File: config.mk
export PLATFORM = sky130hd
export DESIGN_NAME = uart_echo_ctrl_flat
export DESIGN_NICKNAME = d
export VERILOG_FILES = /design/src/rtl/uart_echo_ctrl_if.sv /design/src/rtl/uart_echo_ctrl.sv /design/src/flat_wrapper.sv
export SDC_FILE = /design/constraint.sdc
export NUM_CORES = 1
export LEC_CHECK = 0
export ABC_AREA = 1
export CAP_MARGIN = 20
export CORE_MARGIN = 4
export CORE_UTILIZATION = 51
export DETAILED_ROUTE_END_ITERATION = 7
export PLACE_DENSITY = 0.86
export SYNTH_ARGS = -nofsm -noshare
export SYNTH_HDL_FRONTEND = slang
export SYNTH_SLANG_ARGS = --single-unit
File: constraint.sdc
create_clock -name clk -period 2.04 [get_ports clk]
set_clock_uncertainty 0.2 [all_clocks]
set_input_delay 0.51 -clock clk [delete_from_list [all_inputs] [get_ports clk]]
set_output_delay 0.51 -clock clk [all_outputs]
set_load 0.1 [all_outputs]
File: src/rtl/uart_echo_ctrl_if.sv
// ============================================================================
// Module      : uart_echo_ctrl_if
// Description : Parallel handshake bundle between the echo controller and the
//               UART receiver/transmitter pair.
//               master modport : echo controller side
//               slave  modport : UART (receiver + transmitter) side
//   rx_done    1  receiver -> ctrl   one-cycle pulse, rx_data valid
//   rx_data    8  receiver -> ctrl   received byte
//   rx_en_sig  1  ctrl -> receiver   high = accept new frames
//   tx_done    1  transmitter -> ctrl  one-cycle pulse, frame sent
//   tx_en_sig  1  ctrl -> transmitter  request, held until tx_done
//   tx_data    8  ctrl -> transmitter  byte to send
// Revision    : 1.0 - initial release
// ============================================================================
`default_nettype none

interface uart_echo_ctrl_if;
    logic       rx_done;
    logic [7:0] rx_data;
    logic       rx_en_sig;
    logic       tx_done;
    logic       tx_en_sig;
    logic [7:0] tx_data;

    modport master (
        input  rx_done,
        input  rx_data,
        output rx_en_sig,
        input  tx_done,
        output tx_en_sig,
        output tx_data
    );

    modport slave (
        output rx_done,
        output rx_data,
        input  rx_en_sig,
        output tx_done,
        input  tx_en_sig,
        input  tx_data
    );
endinterface

`default_nettype wire

File: src/rtl/uart_echo_ctrl.sv
// ============================================================================
// Module      : uart_echo_ctrl
// Description : Loopback responder for a UART tx/rx pair. Received bytes are
//               buffered in a 2**DEPTH_LOG2 x 8 FIFO and returned to the
//               transmitter in arrival order, one request per byte, with a
//               one-cycle gap after every completed frame.
// Ports       : clk         system clock (rising edge)
//               rst_n       asynchronous active-low reset
//               uart_io     handshake bundle (master modport)
//               fifo_cnt_o  current FIFO occupancy (0..2**DEPTH_LOG2)
//               ovf_o       sticky: a received byte was dropped (FIFO full)
//               echo_cnt_o  bytes echoed since reset, wraps to 0
// Options     : UART_ECHO_UPCASE_EN - when defined, bytes 8'h61..8'h7A are
//               converted to upper case as they leave the FIFO.
// Revision    : 1.0 - initial release
// ============================================================================
`default_nettype none

module uart_echo_ctrl #(
    parameter int DEPTH_LOG2 = 3,
    parameter int CNT_W      = 16
) (
    input  wire logic                  clk,
    input  wire logic                  rst_n,
    uart_echo_ctrl_if.master           uart_io,
    output logic [DEPTH_LOG2:0]        fifo_cnt_o,
    output logic                       ovf_o,
    output logic [CNT_W-1:0]           echo_cnt_o
);

    localparam int unsigned           C_DEPTH   = 1 << DEPTH_LOG2;
    localparam logic [DEPTH_LOG2:0]   C_FULL    = (DEPTH_LOG2+1)'(C_DEPTH);
    localparam logic [DEPTH_LOG2:0]   C_CNT_ONE = (DEPTH_LOG2+1)'(1);
    localparam logic [DEPTH_LOG2-1:0] C_PTR_ONE = DEPTH_LOG2'(1);
    localparam logic [CNT_W-1:0]      C_ECHO_ONE = CNT_W'(1);

    localparam logic [1:0] S_IDLE = 2'd0;
    localparam logic [1:0] S_SEND = 2'd1;
    localparam logic [1:0] S_GAP  = 2'd2;

    logic [7:0]            mem_q [C_DEPTH];
    logic [DEPTH_LOG2-1:0] wr_ptr_q;
    logic [DEPTH_LOG2-1:0] rd_ptr_q;
    logic [DEPTH_LOG2:0]   cnt_q;
    logic [DEPTH_LOG2:0]   cnt_d;
    logic [1:0]            state_q;
    logic [1:0]            state_d;
    logic                  rx_en_q;
    logic                  ovf_q;
    logic [7:0]            tx_data_q;
    logic [CNT_W-1:0]      echo_q;

    logic                  w_full;
    logic                  w_push;
    logic                  w_drop;
    logic                  w_pop;
    logic                  w_ack;
    logic [7:0]            w_head;
    logic [7:0]            w_tx_byte;

    // Full/empty decisions use the count before the edge, so a push into a
    // full FIFO is dropped even if the FSM pops in the same cycle.
    assign w_full = (cnt_q == C_FULL);
    assign w_push = uart_io.rx_done && !w_full;
    assign w_drop = uart_io.rx_done && w_full;
    assign w_pop  = (state_q == S_IDLE) && (cnt_q != '0);
    assign w_ack  = (state_q == S_SEND) && uart_io.tx_done;
    assign w_head = mem_q[rd_ptr_q];

`ifdef UART_ECHO_UPCASE_EN
    assign w_tx_byte = ((w_head >= 8'h61) && (w_head <= 8'h7A)) ? (w_head - 8'h20) : w_head;
`else
    assign w_tx_byte = w_head;
`endif

    // ------------------------------------------------------------------
    // FIFO storage (no reset needed: contents are qualified by cnt_q)
    // ------------------------------------------------------------------
    always_ff @(posedge clk) begin
        if (w_push) begin
            mem_q[wr_ptr_q] <= uart_io.rx_data;
        end
    end

    always_comb begin
        cnt_d = cnt_q;
        case ({w_push, w_pop})
            2'b10:   cnt_d = cnt_q + C_CNT_ONE;
            2'b01:   cnt_d = cnt_q - C_CNT_ONE;
            default: cnt_d = cnt_q;
        endcase
    end

    always_ff @(posedge clk or negedge rst_n) begin
        if (!rst_n) begin
            wr_ptr_q  <= '0;
            rd_ptr_q  <= '0;
            cnt_q     <= '0;
            rx_en_q   <= 1'b0;
            ovf_q     <= 1'b0;
            tx_data_q <= 8'h00;
            echo_q    <= '0;
        end else begin
            cnt_q <= cnt_d;
            // Registered from the next count so rx_en_sig tracks fifo_cnt.
            rx_en_q <= (cnt_d != C_FULL);
            if (w_push) begin
                wr_ptr_q <= wr_ptr_q + C_PTR_ONE;
            end
            if (w_drop) begin
                ovf_q <= 1'b1;
            end
            if (w_pop) begin
                rd_ptr_q  <= rd_ptr_q + C_PTR_ONE;
                tx_data_q <= w_tx_byte;
            end
            if (w_ack) begin
                echo_q <= echo_q + C_ECHO_ONE;
            end
        end
    end

    // ------------------------------------------------------------------
    // TX FSM: state register / next state / outputs
    // ------------------------------------------------------------------
    always_ff @(posedge clk or negedge rst_n) begin
        if (!rst_n) begin
            state_q <= S_IDLE;
        end else begin
            state_q <= state_d;
        end
    end

    always_comb begin
        state_d = state_q;
        case (state_q)
            S_IDLE:  if (w_pop) state_d = S_SEND;
            S_SEND:  if (uart_io.tx_done) state_d = S_GAP;
            S_GAP:   state_d = S_IDLE;
            default: state_d = S_IDLE;
        endcase
    end

    // The request is a pure decode of the state register, so it is glitch
    // free and rises exactly one edge after the pop decision.
    always_comb begin
        uart_io.tx_en_sig = (state_q == S_SEND);
        uart_io.tx_data   = tx_data_q;
        uart_io.rx_en_sig = rx_en_q;
    end

    assign fifo_cnt_o = cnt_q;
    assign ovf_o      = ovf_q;
    assign echo_cnt_o = echo_q;

endmodule

`default_nettype wire

File: src/flat_wrapper.sv
// flat-port wrapper written by rule: the top's interface ports become plain ports
module uart_echo_ctrl_flat 
#(
    parameter int DEPTH_LOG2 = 3,
    parameter int CNT_W      = 16
)
  (clk, rst_n, fifo_cnt_o, ovf_o, echo_cnt_o, uart_io_rx_done, uart_io_rx_data, uart_io_rx_en_sig, uart_io_tx_done, uart_io_tx_en_sig, uart_io_tx_data);
  uart_echo_ctrl_if uart_io_i ();
  input  wire logic clk;
  input  wire logic rst_n;
  output logic [DEPTH_LOG2:0] fifo_cnt_o;
  output logic ovf_o;
  output logic [CNT_W-1:0] echo_cnt_o;
  input wire logic [$bits(uart_io_i.rx_done)-1:0] uart_io_rx_done;
  input wire logic [$bits(uart_io_i.rx_data)-1:0] uart_io_rx_data;
  output wire logic [$bits(uart_io_i.rx_en_sig)-1:0] uart_io_rx_en_sig;
  input wire logic [$bits(uart_io_i.tx_done)-1:0] uart_io_tx_done;
  output wire logic [$bits(uart_io_i.tx_en_sig)-1:0] uart_io_tx_en_sig;
  output wire logic [$bits(uart_io_i.tx_data)-1:0] uart_io_tx_data;
  assign uart_io_i.rx_done = uart_io_rx_done;
  assign uart_io_i.rx_data = uart_io_rx_data;
  assign uart_io_rx_en_sig = uart_io_i.rx_en_sig;
  assign uart_io_i.tx_done = uart_io_tx_done;
  assign uart_io_tx_en_sig = uart_io_i.tx_en_sig;
  assign uart_io_tx_data = uart_io_i.tx_data;
  uart_echo_ctrl #(.DEPTH_LOG2(DEPTH_LOG2), .CNT_W(CNT_W)) u_core (.clk(clk), .rst_n(rst_n), .uart_io(uart_io_i), .fifo_cnt_o(fifo_cnt_o), .ovf_o(ovf_o), .echo_cnt_o(echo_cnt_o));
endmodule
### Word-level counts from Yosys, hierarchy flattened

Memories as Yosys holds them, arrays and structs flattened. A register that Yosys moved wholly into a read port is not among the register bits.
Index checks and enable logic that the tools add are counted.

| cells by class | value |
|---|---|
| add/sub/neg operators | 5 |
| multipliers | 0 |
| divide/modulo/power cells | 0 |
| order comparisons | 0 |
| eq/ne operators | 7 |
| shift-type cells | 0 |
| muxes and demuxes | 6 |
| bitwise logic cells | 0 |
| reduce and logical (&&, ||, !) cells | 9 |

Operator list:

| operator | count |
|---|---|
| $add A16 B1 Y16 const B | 1 |
| $pmux W4 S2 | 1 |
| $add A3 B1 Y3 const B | 2 |
| $add A4 B1 Y4 const B | 1 |
| $eq A2 B1 Y1 const B | 2 |
| $eq A4 B4 Y1 const B | 1 |
| $logic_and A1 B1 Y1 | 4 |
| $mux W2 | 2 |
| $ne A4 B4 Y1 const B | 1 |
| $pmux W2 S2 | 1 |
| $reduce_bool A4 Y1 | 1 |
| $sub A4 B1 Y4 const B | 1 |
| $eq A2 B2 Y1 const B | 1 |
| $logic_not A1 Y1 | 2 |
| $logic_not A2 Y1 | 1 |
| $mux W1 | 2 |
| $ne A2 B1 Y1 const B | 1 |
| $ne A2 B2 Y1 const B | 1 |
| $reduce_and A2 Y1 | 1 |

| word-level totals | value |
|---|---|
| flip-flop bits (word level) | 30 |
| bits in latches | 0 |
| bits in writable memories | 64 |
| bits in read-only memories | 0 |
| bits of input ports | 12 |
| output and inout bits | 31 |
| word-level logic and storage cells | 35 |
| memories kept | 1 |

Memory list:

| name | words | bits a word | read ports | clocked after Yosys merged registers in | wr ports | line | source |
|---|---|---|---|---|---|---|---|
| u_core.mem_q | 8 | 8 | 1 | 1 | 1 | uart_echo_ctrl.sv:41 | `logic [7:0] mem_q [C_DEPTH];` |

### Depth between registers and ports, before layout

| logic depth | value |
|---|---|
| depth after elaboration | 6 |
| mapped depth | 16 |
| mapped depth without buffers | 16 |

### Worst setup path before layout

Ideal clock, no wire load.

| timing path | value |
|---|---|
| path type | register -> register |
| start | register u_core.cnt_q[3], in the netlist u_core.fifo_cnt_o[3] |
| end | register u_core.rx_en_q, in the netlist u_core.uart_io.rx_en_sig |
| library setup time | 0.124 ns |
| arrival | 2.607 ns |
| data required time | 1.716 ns |
| setup slack | -0.891 ns |
| stages on the path, launching flop included | 10 |
| path buffers | 1 |
| clock period less this slack | 2.931 ns |
| cells stage by stage | dfrtp_1 > nor2_1 > a21oi_4 > buf_2 > ha_1 > o21ai_0 > inv_1 > or2_2 > nor2_2 > nand3_1 |

| between the ends | value |
|---|---|
| longest elaborated chain between the ends | 6 |
| elaborated cells between the ends (all ways) | 11 |
| classes of those cells | 2 x add/sub; 4 x eq/ne; 1 x mux; 4 x reduce/logical |

Ends and longest elaborated chain:

| what | line | source |
|---|---|---|
| from (decl) | uart_echo_ctrl.sv:44 | `logic [DEPTH_LOG2:0] cnt_q;` |
| from (signal assigned) | uart_echo_ctrl.sv:104 | `cnt_q <= cnt_d;` |
| $eq A4 B4 Y1 | uart_echo_ctrl.sv:63 | `assign w_full = (cnt_q == C_FULL);` |
| $logic_not A1 Y1 | uart_echo_ctrl.sv:64 | `assign w_push = uart_io.rx_done && !w_full;` |
| $logic_and A1 B1 Y1 | uart_echo_ctrl.sv:64 |  |
| $eq A2 B1 Y1 or $eq A2 B2 Y1 (tied branches) | uart_echo_ctrl.sv:87 | `case ({w_push, w_pop})` |
| $pmux W4 S2 * | uart_echo_ctrl.sv:87 |  |
| net u_core.cnt_d[1] | uart_echo_ctrl.sv:45 | `logic [DEPTH_LOG2:0] cnt_d;` |
| $ne A4 B4 Y1 * | uart_echo_ctrl.sv:106 | `rx_en_q <= (cnt_d != C_FULL);` |
| to (signal assigned) | uart_echo_ctrl.sv:106 |  |
| to (decl) | uart_echo_ctrl.sv:48 | `logic rx_en_q;` |

The timed path passes the listed nets; every way through them passes the cells marked *.
A chain may end at the register's enable or synchronous reset.

### Worst setup path in the final report

| timing path | value |
|---|---|
| start | register u_core.cnt_q[0], in the netlist u_core.fifo_cnt_o[0] |
| end | register u_core.rx_en_q, in the netlist u_core.uart_io.rx_en_sig |

The elaborated chain is that of the path after synthesis.

==> run_results.csv <==
group,metric,value,unit
sta,rsz0062_at_grt,"true",
synthesis,synth_top_area_share,44.2,%
pwr,peakVddDrop,1.66,mV
sta,min_period,2.19,ns
routing,first_iter_violations,243,
pwr,power.leakage,2.41,nW
sta,fin_ws,-0.154,ns
placement,port_buffers,42,
worst_setup_path,reg2reg_depth,13,
sta,relSlewSlack,61.3,%
routing,avgRoutedWirePerCell,18.7,um
sta,tightestPinTransition,0.580,ns
worst_setup_path,r2r_start,"u_core.fifo_cnt_o[0]",
floorplanning,dieWidth,100,um
global_route,track_usage,20.3,%
worst_setup_path,crit_fanout,4,
floorplanning,die-area,10100,sq um
global_route,grt_pass1_vias,2991,
global_route,met1_usage,25.7,%
placement,place.gp.congestion,0.932,
floorplanning,rows,33,
worst_setup_path,crit_path_top_delay_cell,"dfrtp_4",
sta,final_hold_viol_count,0,
worst_hold_path,hp-start,"u_core.echo_cnt_o[0]",
global_route,grt_pass1_wl,15600,um
cells_and_area,diodes,0,
worst_hold_path,hp-class,"flip-flop to flip-flop",
placement,place_ws,-0.468,ns
worst_setup_path,worstPathCellList,"nor2_4 -> nand2_2 -> nand2_4 -> nand2_4 -> nand2_4 -> nand2_4 -> inv_2 -> ha_4 -> o21ai_2 -> inv_1 -> or2_4 -> nor2_2 -> nand3_1",
synthesis,yosys.cell_count.top_type,"edfxtp_1",
synthesis,synth_ff_type,"edfxtp_1",
global_route,antenna_found_initial,0,
pwr,powerDensity,1640,nW/um^2
worst_setup_path,cp-end-kind,"flip-flop",
worst_setup_path,path_common_cell,"nand2_4",
synthesis,synthCells,351,
sta,fin_crit_sh,108,%
worst_setup_path,criticalPathCategory,"flip-flop to flip-flop",
synthesis,ys_ff_latch,102,
synthesis,async_flop_share,37.3,%
sta,setup-violations-final,9,
routing,drc,0,
floorplanning,start_util,52.7,%
flow_run,max_cap_violations,0,
worst_setup_path,max_stage_delay,0.50,ns
synthesis,synth_common_cells,"64 x edfxtp_1, 50 x nand2_1, 46 x nor2_1",
cells_and_area,layout-drive-gt1-share,35.3,%
clocking,clkLatencyLatePin,0.37,ns
floorplanning,die_y,100,um
synthesis,yosysSeqAreaShare,66.1,%
synthesis,synth_top_cells_by_area,"edfxtp_1 44%, dfrtp_1 22%, nand2_1 4.3%",
sta,slew_violations,0,
outcome,outcome,"finished, violations left",
routing,vias,3092,
worst_hold_path,min_to,"u_core.echo_cnt_o[0]",
routing,finalWirelength,10300,um
global_route,grt_use_met3,3.68,%
synthesis,ys_types,32,
clocking,clk_path_buf_depth,2,
synthesis,ys_warn_count,0,
global_route,use_met2,35.3,%
clocking,cts-root-buf,"clkbuf_8",
clocking,cts.reportedPaths.clkPinSlew,0.10,ns
sta,setup_tns,-0.293,ns
worst_setup_path,start_kind,"flip-flop",
floorplanning,pin_count,43,
synthesis,syn_area_per_cell,12.4,sq um
placement,placedCellCount,518,
routing,vias_per_cell,5.62,
worst_setup_path,worstPathArrival,2.25,ns
synthesis,syn_nets,368,
global_route,overflow,0,
cells_and_area,instances_no_fill,550,
worst_setup_path,r2r_end,"u_core.uart_io.rx_en_sig",
clocking,cts_tree,"done",
floorplanning,coreArea,8260,sq um
sta,holdWs,0.346,ns
routing,drtAntennaViolNets,0,
clocking,cts_buffers,9,
cells_and_area,areaGrowthSynthToFinish,35.1,%
synthesis,synth_largest_area_cell,"edfxtp_1",
synthesis,synth_edf_count,64,
global_route,grt_max_degree,35,
routing,firstDrtPassIters,5,
sta,max_freq,456,MHz
worst_hold_path,hold_path_depth,1,
global_route,top_usage_layer,"met2",
clocking,clkSinkCount,102,
worst_setup_path,regToRegSetupSlack,-0.15,ns
outcome,failed_checks,"setup timing",
worst_setup_path,required,2.10,ns
placement,dp_hpwl,6620,um
cells_and_area,final_util,71.2,%
clocking,cts-htree-levels,3,
cells_and_area,nNetsFinal,457,
synthesis,syn_area,4350,sq um
[stage by stage]
stage / cell area [sq um] / total power [mW]
after floorplan: 4450 / 6.23
after global placement: 5510 / 7.83
after detailed placement: 5510 / 8.02
after CTS: 5780 / 9.45
after global routing: 5880 / 10.0
final: 5880 / 9.62
[cell families (layout without fill, tap and decap cells)]
kind of cell | count (synthesis) | in the layout | synth area share [%]
AND/OR/NAND/NOR | 133 | 133 | 15.6
flip-flops | 102 | 102 | 66.1
AO/OA/AOI/OAI | 49 | 49 | 8.06
buffers and inverters | 35 | 129 | 3.19
XOR/XNOR | 19 | 19 | 3.83
multiplexers | 8 | 8 | 1.84
adder cells (fa/ha/maj) | 5 | 5 | 1.44
[power by group]
part	total, mW	switching [mW]	internal, mW
registers	3.09	0.405	2.69
logic	5.35	3.33	2.02
clock network	1.18	0.721	0.461
[cells in the final DEF, fill, tap and decap left out, drive strengths merged, types with 5 or more instances in the layout]
cell type / count
o32ai: 8
clkdlybuf4s50: 10
o211ai: 8
clkinv: 5
mux2i: 8
nand2: 59
xnor2: 9
clkbuf: 9
nand3: 14
dfrtp: 38
ha: 5
o21ai: 21
buf: 79
o221ai: 8
inv: 24
xor2: 10
nor2: 56
edfxtp: 64
[critical path: cells and delay by family, from the launching register on]
kind                     cells  cell delay (ns)
AO/OA/AOI/OAI                1             0.12
flip-flops                   1             0.50
AND/OR/NAND/NOR              9             0.96
buffers and inverters        2             0.12
adder cells (fa/ha/maj)      1             0.19
[final cells by class]
| type | instances | area [sq um] |
|---|---|---|
| repair buffers | 90 | 1120 |
| clock buffers | 9 | 124 |
| well taps | 105 | 131 |
| flip-flops and latches | 102 | 2890 |
| inverters | 23 | 90.1 |
| clock inverters | 7 | 58.8 |
| multi-input cells | 214 | 1460 |
| fillers | 500 | 2380 |
[per-layer routing]
metal / routed length, um / part of all wire [%]
met5: 0 / 0
met4: 182 / 1.8
met3: 739 / 7.2
met2: 5480 / 53
met1: 3880 / 38
[repair_timing]
item                                    CTS  global route
hold endpoints to repair                 15             0
resized for setup                         6            10
endpoints found under the setup margin    1            70
pin swaps                                 5             9
hold buffers                              1             0
buffers inserted                          7             9
[flip-flops by register name, indices dropped and copies added (netlist names)]
name,cells
u_core.rd_ptr_q,3
u_core.wr_ptr_q,3
u_core.fifo_cnt_o,4
u_core.mem_q,64
u_core.ovf_o,1
u_core.state_q,2
u_core.uart_io.tx_data,8
u_core.uart_io.rx_en_sig,1
u_core.echo_cnt_o,16
[worst max path at each step]
| stage | from | end | slack (ns) | cells after the start |
|---|---|---|---|---|
| after global placement | uart_io_rx_done | u_core.uart_io.rx_en_sig | -0.39 | 12 |
| final | u_core.fifo_cnt_o[0] | u_core.uart_io.rx_en_sig | -0.15 | 13 |
| after global routing | u_core.fifo_cnt_o[0] | u_core.uart_io.rx_en_sig | -0.24 | 13 |
| after CTS | u_core.fifo_cnt_o[1] | u_core.uart_io.rx_en_sig | -0.13 | 12 |
| after detailed placement | uart_io_rx_done | u_core.uart_io.rx_en_sig | -0.47 | 12 |
| after floorplan | u_core.fifo_cnt_o[0] | u_core.uart_io.rx_en_sig | -0.27 | 12 |
(Power assumes the default switching activity.)
